<file path="config.mk">
export PLATFORM = sky130hd
export DESIGN_NAME = gbsha_ttfir_collect
export DESIGN_NICKNAME = d
export VERILOG_FILES = /design/src/rtl/gbsha_ttfir_pkg.sv /design/src/rtl/gbsha_ttfir_fifo.sv /design/src/rtl/gbsha_ttfir_collect.sv
export SDC_FILE = /design/constraint.sdc
export NUM_CORES = 1
export LEC_CHECK = 0
export CAP_MARGIN = 20
export CORE_MARGIN = 2
export CORE_UTILIZATION = 50
export DETAILED_ROUTE_END_ITERATION = 10
export PLACE_DENSITY_LB_ADDON = 0.08
export SETUP_SLACK_MARGIN = 0.02
export SYNTH_ARGS = -nofsm -noshare
export SYNTH_HDL_FRONTEND = slang
export SYNTH_HIERARCHICAL = 1
export SYNTH_SLANG_ARGS = --single-unit
</file>
<file path="constraint.sdc">
create_clock -name clk -period 5.4 [get_ports clk]
set_input_delay 0.54 -clock clk [delete_from_list [all_inputs] [get_ports clk]]
set_output_delay 0.54 -clock clk [all_outputs]
set_load 0.005 [all_outputs]
</file>
<file path="src/rtl/gbsha_ttfir_pkg.sv">
// Shared definitions for the 4-tap FIR slice: default widths and the collector phase encoding.
package gbsha_ttfir_pkg;

  localparam int DEF_N_TAPS     = 4;
  localparam int DEF_BW_SUM     = 14;
  localparam int DEF_BW_OUT     = 8;
  localparam int DEF_FIFO_DEPTH = 4;

  typedef enum logic [1:0] {
    SETUP = 2'd0,
    SKIP  = 2'd1,
    MSB   = 2'd2,
    LSB   = 2'd3
  } phase_e;

endpackage

</file>
<file path="src/rtl/gbsha_ttfir_fifo.sv">
// Synchronous show-ahead FIFO; wrap-bit pointers, a push into a full FIFO is dropped unless a pop shares the edge.
module gbsha_ttfir_fifo #(
  parameter int WIDTH = 14,
  parameter int DEPTH = 4
) (
  input  logic             clk,
  input  logic             reset,
  input  logic             push,
  input  logic             pop,
  input  logic [WIDTH-1:0] din,
  output logic [WIDTH-1:0] dout,
  output logic             empty,
  output logic             full
);

  localparam int AW = $clog2(DEPTH);

  logic [AW:0]      wr_ptr;
  logic [AW:0]      rd_ptr;
  logic [WIDTH-1:0] mem [DEPTH];
  logic             do_push;
  logic             do_pop;

  assign empty   = (wr_ptr == rd_ptr);
  assign full    = (wr_ptr[AW] != rd_ptr[AW]) && (wr_ptr[AW-1:0] == rd_ptr[AW-1:0]);
  assign do_pop  = pop && !empty;
  assign do_push = push && (!full || do_pop);
  assign dout    = mem[rd_ptr[AW-1:0]];

  always_ff @(posedge clk or posedge reset) begin
    if (reset) begin
      wr_ptr <= '0;
      rd_ptr <= '0;
    end else begin
      if (do_push) wr_ptr <= wr_ptr + 1'b1;
      if (do_pop)  rd_ptr <= rd_ptr + 1'b1;
    end
  end

  // Storage carries data only, so it is left out of reset.
  always_ff @(posedge clk) begin
    if (do_push) mem[wr_ptr[AW-1:0]] <= din;
  end

endmodule

</file>
<file path="src/rtl/gbsha_ttfir_collect.sv">
// Collector behind the FIR: tracks its post-reset phases, rebuilds results from output bytes, queues them for a consumer.
module gbsha_ttfir_collect
  import gbsha_ttfir_pkg::*;
#(
  parameter int N_TAPS     = DEF_N_TAPS,
  parameter int BW_SUM     = DEF_BW_SUM,
  parameter int BW_OUT     = DEF_BW_OUT,
  parameter int FIFO_DEPTH = DEF_FIFO_DEPTH
) (
  input  logic                     clk,
  input  logic                     reset,
  input  logic [BW_OUT-1:0]        y_in,
  input  logic                     lsb_mode,
  output logic signed [BW_SUM-1:0] res_data,
  output logic                     res_valid,
  input  logic                     res_ready,
  output logic                     overflow,
  output logic                     running
);

  localparam int CNT_W = $clog2(N_TAPS + 1);
  localparam int LO_W  = BW_SUM - BW_OUT;

  // Single-byte mode: the byte is the top of the sum, low bits lost.
  function automatic logic signed [BW_SUM-1:0] join_msb(input logic [BW_OUT-1:0] b);
    logic signed [BW_SUM-1:0] r;
    r = BW_SUM'(signed'(b)) <<< LO_W;
    return r;
  endfunction

  // Two-byte mode: the LSB byte overlaps the MSB byte; only its low bits are new.
  function automatic logic signed [BW_SUM-1:0] join_pair(input logic [BW_OUT-1:0] hi,
                                                         input logic [BW_OUT-1:0] lo);
    return signed'({hi, lo[LO_W-1:0]});
  endfunction

  phase_e                   state_q, state_d;
  logic [CNT_W-1:0]         cnt_q, cnt_d;
  logic                     mode_q;
  logic [BW_OUT-1:0]        msb_q;
  logic signed [BW_SUM-1:0] hold_q;
  logic                     push;
  logic signed [BW_SUM-1:0] push_data;
  logic                     pop;
  logic [BW_SUM-1:0]        head;
  logic                     empty;
  logic                     full;

  always_ff @(posedge clk or posedge reset) begin
    if (reset) begin
      state_q <= SETUP;
      cnt_q   <= '0;
    end else begin
      state_q <= state_d;
      cnt_q   <= cnt_d;
    end
  end

  always_comb begin
    state_d   = state_q;
    cnt_d     = cnt_q;
    push      = 1'b0;
    push_data = join_msb(y_in);
    case (state_q)
      SETUP: begin
        if (cnt_q == CNT_W'(N_TAPS)) state_d = SKIP;
        else                         cnt_d   = cnt_q + 1'b1;
      end
      SKIP: state_d = MSB;
      MSB: begin
        if (mode_q) state_d = LSB;
        else        push    = 1'b1;
      end
      LSB: begin
        push      = 1'b1;
        push_data = join_pair(msb_q, y_in);
        state_d   = MSB;
      end
      default: state_d = SETUP;
    endcase
  end

  // Mode is taken once at the first setup edge and held until the next reset.
  always_ff @(posedge clk or posedge reset) begin
    if (reset) begin
      mode_q <= 1'b0;
      msb_q  <= '0;
    end else begin
      if (state_q == SETUP && cnt_q == '0) mode_q <= lsb_mode;
      if (state_q == MSB)                  msb_q  <= y_in;
    end
  end

  gbsha_ttfir_fifo #(
    .WIDTH(BW_SUM),
    .DEPTH(FIFO_DEPTH)
  ) u_fifo (
    .clk  (clk),
    .reset(reset),
    .push (push),
    .pop  (pop),
    .din  (push_data),
    .dout (head),
    .empty(empty),
    .full (full)
  );

  assign res_valid = !empty;
  assign pop       = res_valid && res_ready;
  assign running   = (state_q == MSB) || (state_q == LSB);

  // Once drained, the last handed-out result stays on res_data instead of stale storage.
  always_ff @(posedge clk or posedge reset) begin
    if (reset) hold_q <= '0;
    else if (pop) hold_q <= signed'(head);
  end

  assign res_data = empty ? hold_q : signed'(head);

  always_ff @(posedge clk or posedge reset) begin
    if (reset) overflow <= 1'b0;
    else if (push && full && !pop) overflow <= 1'b1;
  end

endmodule

</file>
; ---- Yosys cells after proc, flatten, opt, wreduce, memory -nomap -nowiden
; Memory sizes are Yosys's and may differ from the RTL's.
; Cells that the tools add are included.
[classes]
n_addsub = 3
eq_ne = 9
mux = 9
n_reduce_logical = 17
bitwise = 1
[ops]
columns = cell, n
row1 = 14-bit 2-to-1 mux, 2
row2 = 3-bit by 1-bit adder with 3-bit output (second input constant), 3
row3 = 1-bit logical AND, 7
row4 = 2-bit one-hot mux with 3 select lines, 1
row5 = 2-bit equality test (second input constant), 2
row6 = 2-bit 2-to-1 mux, 2
row7 = 2-bit != test (second input constant), 2
row8 = 2-bit AND reduction, 2
row9 = 3-bit equality test, 1
row10 = 3-bit equality test (second input constant), 1
row11 = 1-bit logical NOT, 3
row12 = 3-bit logical NOT, 1
row13 = 1-bit 2-to-1 mux, 3
row14 = 2-bit by 1-bit equality test with 1-bit output (second input constant), 1
row15 = 2-bit equality test, 1
row16 = 2-bit logical NOT, 1
row17 = 1-bit logical OR, 2
row18 = 1-bit one-hot mux with 2 select lines, 1
row19 = 2-bit OR reduction, 1
row20 = 1-bit != test, 1
row21 = 1-bit NOT, 1
[word_totals]
ramBits = 56
input_bits = 12
memories = 1
reg_bits = 35
word_cells = 48
[memory_table]
columns = name, words, width, read_ports, rd_clocked_by_memory_dff, write_ports, line
row1 = u_fifo.mem, 4, 14, 1, 0, 1, gbsha_ttfir_fifo.sv:20  ; logic [WIDTH-1:0] mem [DEPTH];

; ---- Depth between registers and ports, before layout
[depth]
word_depth = 8
mapped_depth = 10

; ---- Hierarchy
; The synthesis kept the hierarchy.
[modules_own_cells]
columns = mod, instances, cells_per_inst, seq_area_each_um2, area_per_inst_um2
row1 = gbsha_ttfir_fifo, 1, 110, 1831.8, 2489.9
row2 = gbsha_ttfir_collect, 1, 113, 725.7, 1546.5

; ---- Worst setup path before layout
; Ideal clock, no wire load.
[synth_path]
path_kind = flip-flop to flip-flop
start = reg u_fifo.rd_ptr[0]
end = mem u_fifo.mem[0][0] (enable)
required_ps = 5091
path_slack_ps = 2637
stages_incl_launch_ff = 11
arrival_ps = 2455
setup_time_ps = 309
cell_sequence = dfrtp_1 buf_4 xor2_4 nor3_1 buf_6 nand2b_4 buf_6 buf_12 inv_1 or4_4 and3_1
[synth_via]
elab_chain_cells = 8
elab_cells_between_ends = 11
cone_classes = eq/ne: 2 / mux: 2 / reduce/logical: 7
[synth_rtl]
columns = element, line
row1 = from (decl), gbsha_ttfir_fifo.sv:19  ; logic [AW:0] rd_ptr;
row2 = from (signal assigned), gbsha_ttfir_fifo.sv:36  ; if (do_pop) rd_ptr <= rd_ptr + 1'b1;
row3 = 3-bit equality test, gbsha_ttfir_fifo.sv:24  ; assign empty = (wr_ptr == rd_ptr);
row4 = via empty, gbsha_ttfir_collect.sv:46  ; logic empty;
row5 = 1-bit logical NOT, gbsha_ttfir_collect.sv:108  ; assign res_valid = !empty;
row6 = 1-bit logical AND, gbsha_ttfir_collect.sv:109  ; assign pop = res_valid && res_ready;
row7 = via pop, gbsha_ttfir_collect.sv:44  ; logic pop;
row8 = 1-bit logical AND, gbsha_ttfir_fifo.sv:26  ; assign do_pop = pop && !empty;
row9 = 1-bit logical OR, gbsha_ttfir_fifo.sv:27  ; assign do_push = push && (!full || do_pop);
row10 = 1-bit logical AND, gbsha_ttfir_fifo.sv:27
row11 = 1-bit 2-to-1 mux, gbsha_ttfir_fifo.sv:42  ; if (do_push) mem[wr_ptr[AW-1:0]] <= din;
row12 = 1-bit 2-to-1 mux (implied by the code), gbsha_ttfir_fifo.sv:42
row13 = to (decl), gbsha_ttfir_fifo.sv:20
; The timed path passes the listed nets, and every way through them passes these cells.

; ---- Final worst setup path
[layout_path]
start = reg u_fifo.rd_ptr[1]
end = mem u_fifo.mem[1][3] (enable)
; Same word-level chain as after synthesis.

==> metrics.md <==
| Metric | Value |
|---|---|
| Final wirelength | `6.526 mm` |
| Placer Congestion | `0.7170` |
| Layout Nets | `271` |
| Post-synthesis register bit count | `91` |
| Post-synth net total | `about 240` |
| 1st-pass router iterations | `4` |
| Outcome | `finished, final reports clean` |
| Synth warnings | `6` |
| CTS tree | `done` |
| Final Cycle Share | `a little under two thirds` |
| Core ar. | `7767 um^2` |
| Final ANT Viol Nets | `0` |
| Setup Crit Path Kind | `reg -> reg` |
| Min cycle time layout | `3.444 ns` |
| Drt drc | `0` |
| Chip Height | `about 94 um` |
| Port Buffers | `28` |
| Pwr Density | `581.2 nW/um^2` |
| H-Tree Depth | `3` |
| Share of cells above drive strength 1 | `around a third` |
| Worst slew margin | `45.98%` |
| Hold_buf cts | `0` |
| Initial antenna violation count | `0` |
| Synth cell count leaders | `edfxtp_1, mux2_2, dfrtp_1` |
| DP Wirelength | `roughly 4.6 mm` |
| Clk_skew | `between 0.008 and 0.009 ns` |
| Ys async rst share | `approximately 38%` |
| Die Footprint | `8808 um^2` |
| Top cell type's share of synthesized area | `41.66%` |
| Initial Util | `51.97%` |
| Max_cap viols | `0` |
| Leakage dissipation | `0.001708 uW` |
| Worst hold path class | `in -> async` |
| Chip Width | `93.85 um` |
| Setup TNS Final | `0 ns` |
| Netlist Area Pre-Place | `around 4000 um^2` |
| Req. time, crit path | `5.40 ns` |
| Fin Hold WS | `around 0.45 ns` |
| Layout area overhead | `13.17%` |
| Largest cells by area after synthesis | `edfxtp_1, dfrtp_1, mux2_2` |
| Worst setup SP type | `flop` |
| Seq pwr share | `41.5%` |
| Vias | `about 1900` |
| Multi-input gate area | `1353 um^2` |
| Worst-path fanout max | `17` |
| Post_cts resized | `0` |
| CP max-delay cell | `dfrtp_1` |
| Pin count of the biggest net entering global routing | `18` |
| Final WS setup | `about 2.0 ns` |
| Clock Power Share | `16.9%` |
| Comb power frac | `between 40% and 50%` |
| Total CTS buffers | `9` |
| N_diodes | `0` |
| Cells after Synth | `roughly 220` |
| Slew @ Worst Pin | `0.8103 ns` |
| Crit path cell chain | `xor2_4 > nor3_2 > buf_4 > nand2b_4 > inv_1 > or4_4 > and3_1` |
| Post-CTS Setup Inserts | `0` |
| Max Freq | `between 200 and 300 MHz` |
| Vias/cell | `~5.4` |
| Post-synth EDFFs | `56` |
| Critical Path End Type | `flop` |
| Vias in the first global route | `1890` |
| I/O pin cnt | `29` |
| Avg Synthesized Cell Area | `18.10 um^2` |
| Clock Pin Slew Worst Setup and Hold Paths | `0.08 ns` |
| Clock Latency Late Sink | `0.34 ns` |
| Count leader, synth | `edfxtp_1` |
| Switching power | `793.9 uW` |
| Pre-CTS worst setup slack | `roughly 1.9 ns` |
| Clk sinks | `91` |
| Storage cell area | `2557 um^2` |
| Seq/Total Area, Yosys | `63.36%` |
| Switching share of power | `29.90%` |
| First-pass GRT wire length | `~11 mm` |
| Rows | `32` |
| Final hold violation count | `0` |
| VDD IR-drop max | `0.0002076 V` |
| Final Slew Violations | `0` |
| GRT Total Usage | `16.45%` |
| Setup-failing EPs final | `0` |
| Routed WL per cell | `about 18 um` |
| Cell variety after synth | `36` |
| Crit path DAT | `approximately 3.4 ns` |
| RSZ-0062 raised after global routing | `no` |
| CTS root buffer | `clkbuf_8` |
| Total gr overflow | `0` |
| Int Pwr | `roughly 1900 uW` |
| Yosys top cell by area | `edfxtp_1` |
| Violation count after the first detailed-routing iteration | `143` |
| CP peak stage delay | `0.88 ns` |
| Clk buf depth | `2` |
| Ys flop type | `edfxtp_1` |
| Filler cell count | `628` |
-- power by group through the flow --
| stage | clock network [uW] | logic (uW) | registers [uW] |
|---|---|---|---|
| after floorplan | 0 | 798 | 1050 |
| after global placement | 0 | 1110 | 1110 |
| after detailed placement | 0 | 1120 | 1120 |
| after CTS | 462 | 1120 | 1100 |
| after global routing | 490 | 1200 | 1130 |
| final | 448 | 1110 | 1100 |
-- state kept, by name, indices dropped and copies added (netlist names) --
| register | count |
|---|---|
| u_fifo/mem | 56 |
| hold_q | 14 |
| msb_q | 8 |
| cnt_q | 3 |
| u_fifo/rd_ptr | 3 |
| u_fifo/wr_ptr | 3 |
| state_q | 2 |
| mode_q | 1 |
| overflow | 1 |
-- per-layer routing --
metal / routed length (um) / track usage, %
met1: 3231 / 23.91
met4: 68 / 4.348
met3: 319 / 4.976
met5: 0 / 0
met2: 2906 / 24.40
-- critical path: cells and delay by family, from the launching register on --
family / cells / cell delay, ns
xor+xnor: 1 / 0.22
flops: 1 / 0.88
simple gates: 4 / 1.55
buf+inv: 2 / 0.43
-- layout by cell type (no fill, tap or decap), drive strengths merged --
| cell type | Yosys | final |
|---|---|---|
| edfxtp | 56 | 56 |
| mux2 | 49 | 49 |
| dfrtp | 35 | 35 |
| clkdlybuf4s50 | 0 | 28 |
| mux4 | 14 | 14 |
| clkbuf | 4 | 12 |
| inv | 9 | 10 |
| and3 | 9 | 9 |
| ha | 7 | 7 |
| xnor2 | 6 | 6 |
| nand2b | 4 | 4 |
| buf | 9 | 3 |
| xor2 | 3 | 3 |
| and2 | 2 | 2 |
| clkinv | 0 | 2 |
| o41ai | 2 | 2 |
| nand2 | 2 | 2 |
| nor3 | 2 | 2 |
| a41o | 1 | 1 |
| nor4b | 1 | 1 |
| nor3b | 1 | 1 |
| or2 | 1 | 1 |
| a211oi | 1 | 1 |
| nand3b | 1 | 1 |
| a21oi | 1 | 1 |
| bufinv | 0 | 1 |
| o31ai | 1 | 1 |
| or4 | 1 | 1 |
| o311ai | 1 | 1 |
-- per-stage QoR --
step                area, um^2  utilization [%]  power (uW)  cells
global route              4568            58.81        2822    359
finish                    4568            58.81        2655    359
detailed placement        4374            56.31        2236    343
global placement          4374            56.31        2218    343
CTS                       4568            58.81        2689    359
floorplan                 4036                -        1851    223
-- area by class of cell --
| class | instances | share of cell area [%] |
|---|---|---|
| Clock buffer | 12 | 3.177 |
| Clock inverter | 4 | 1.068 |
| Inverter | 9 | 0.7395 |
| Multi-Input combinational cell | 110 | 29.61 |
| Sequential cell | 91 | 55.98 |
| Tap cell | 102 | 2.794 |
| Timing Repair Buffer | 31 | 6.628 |
-- logic make-up after synthesis --
| group | after synthesis | share of synthesized area [%] |
|---|---|---|
| buffers and inverters | 22 | 3.255 |
| adder cells (fa/ha/maj) | 7 | 2.170 |
| multiplexers | 63 | 22.41 |
| XOR/XNOR | 9 | 2.883 |
| flip-flops | 91 | 63.36 |
| AND/OR/NAND/NOR | 24 | 4.030 |
| AO/OA/AOI/OAI | 7 | 1.891 |
-- worst paths after layout --
| path | slack [ns] | start | cells past startpoint | endpoint |
|---|---|---|---|---|
| max in group asynchronous | 4.23 | reset | 3 | cnt_q[0]$_DFFE_PP0P_ |
| hold reg to reg | 0.51 | msb_q[7]$_DFFE_PP0N_ | 1 | msb_q[7]$_DFFE_PP0N_ |
| hold / removal | 0.45 | reset | 2 | u_fifo/rd_ptr[0]$_DFFE_PP0P_ |
| setup reg to reg | 1.96 | u_fifo/rd_ptr[1]$_DFFE_PP0P_ | 7 | u_fifo/mem[1][3]$_DFFE_PP_ |
| min in group clk | 0.51 | msb_q[7]$_DFFE_PP0N_ | 1 | msb_q[7]$_DFFE_PP0N_ |
| setup / recovery | 1.96 | u_fifo/rd_ptr[1]$_DFFE_PP0P_ | 7 | u_fifo/mem[1][3]$_DFFE_PP_ |
No activity file was read; power rests on OpenSTA's default activity.
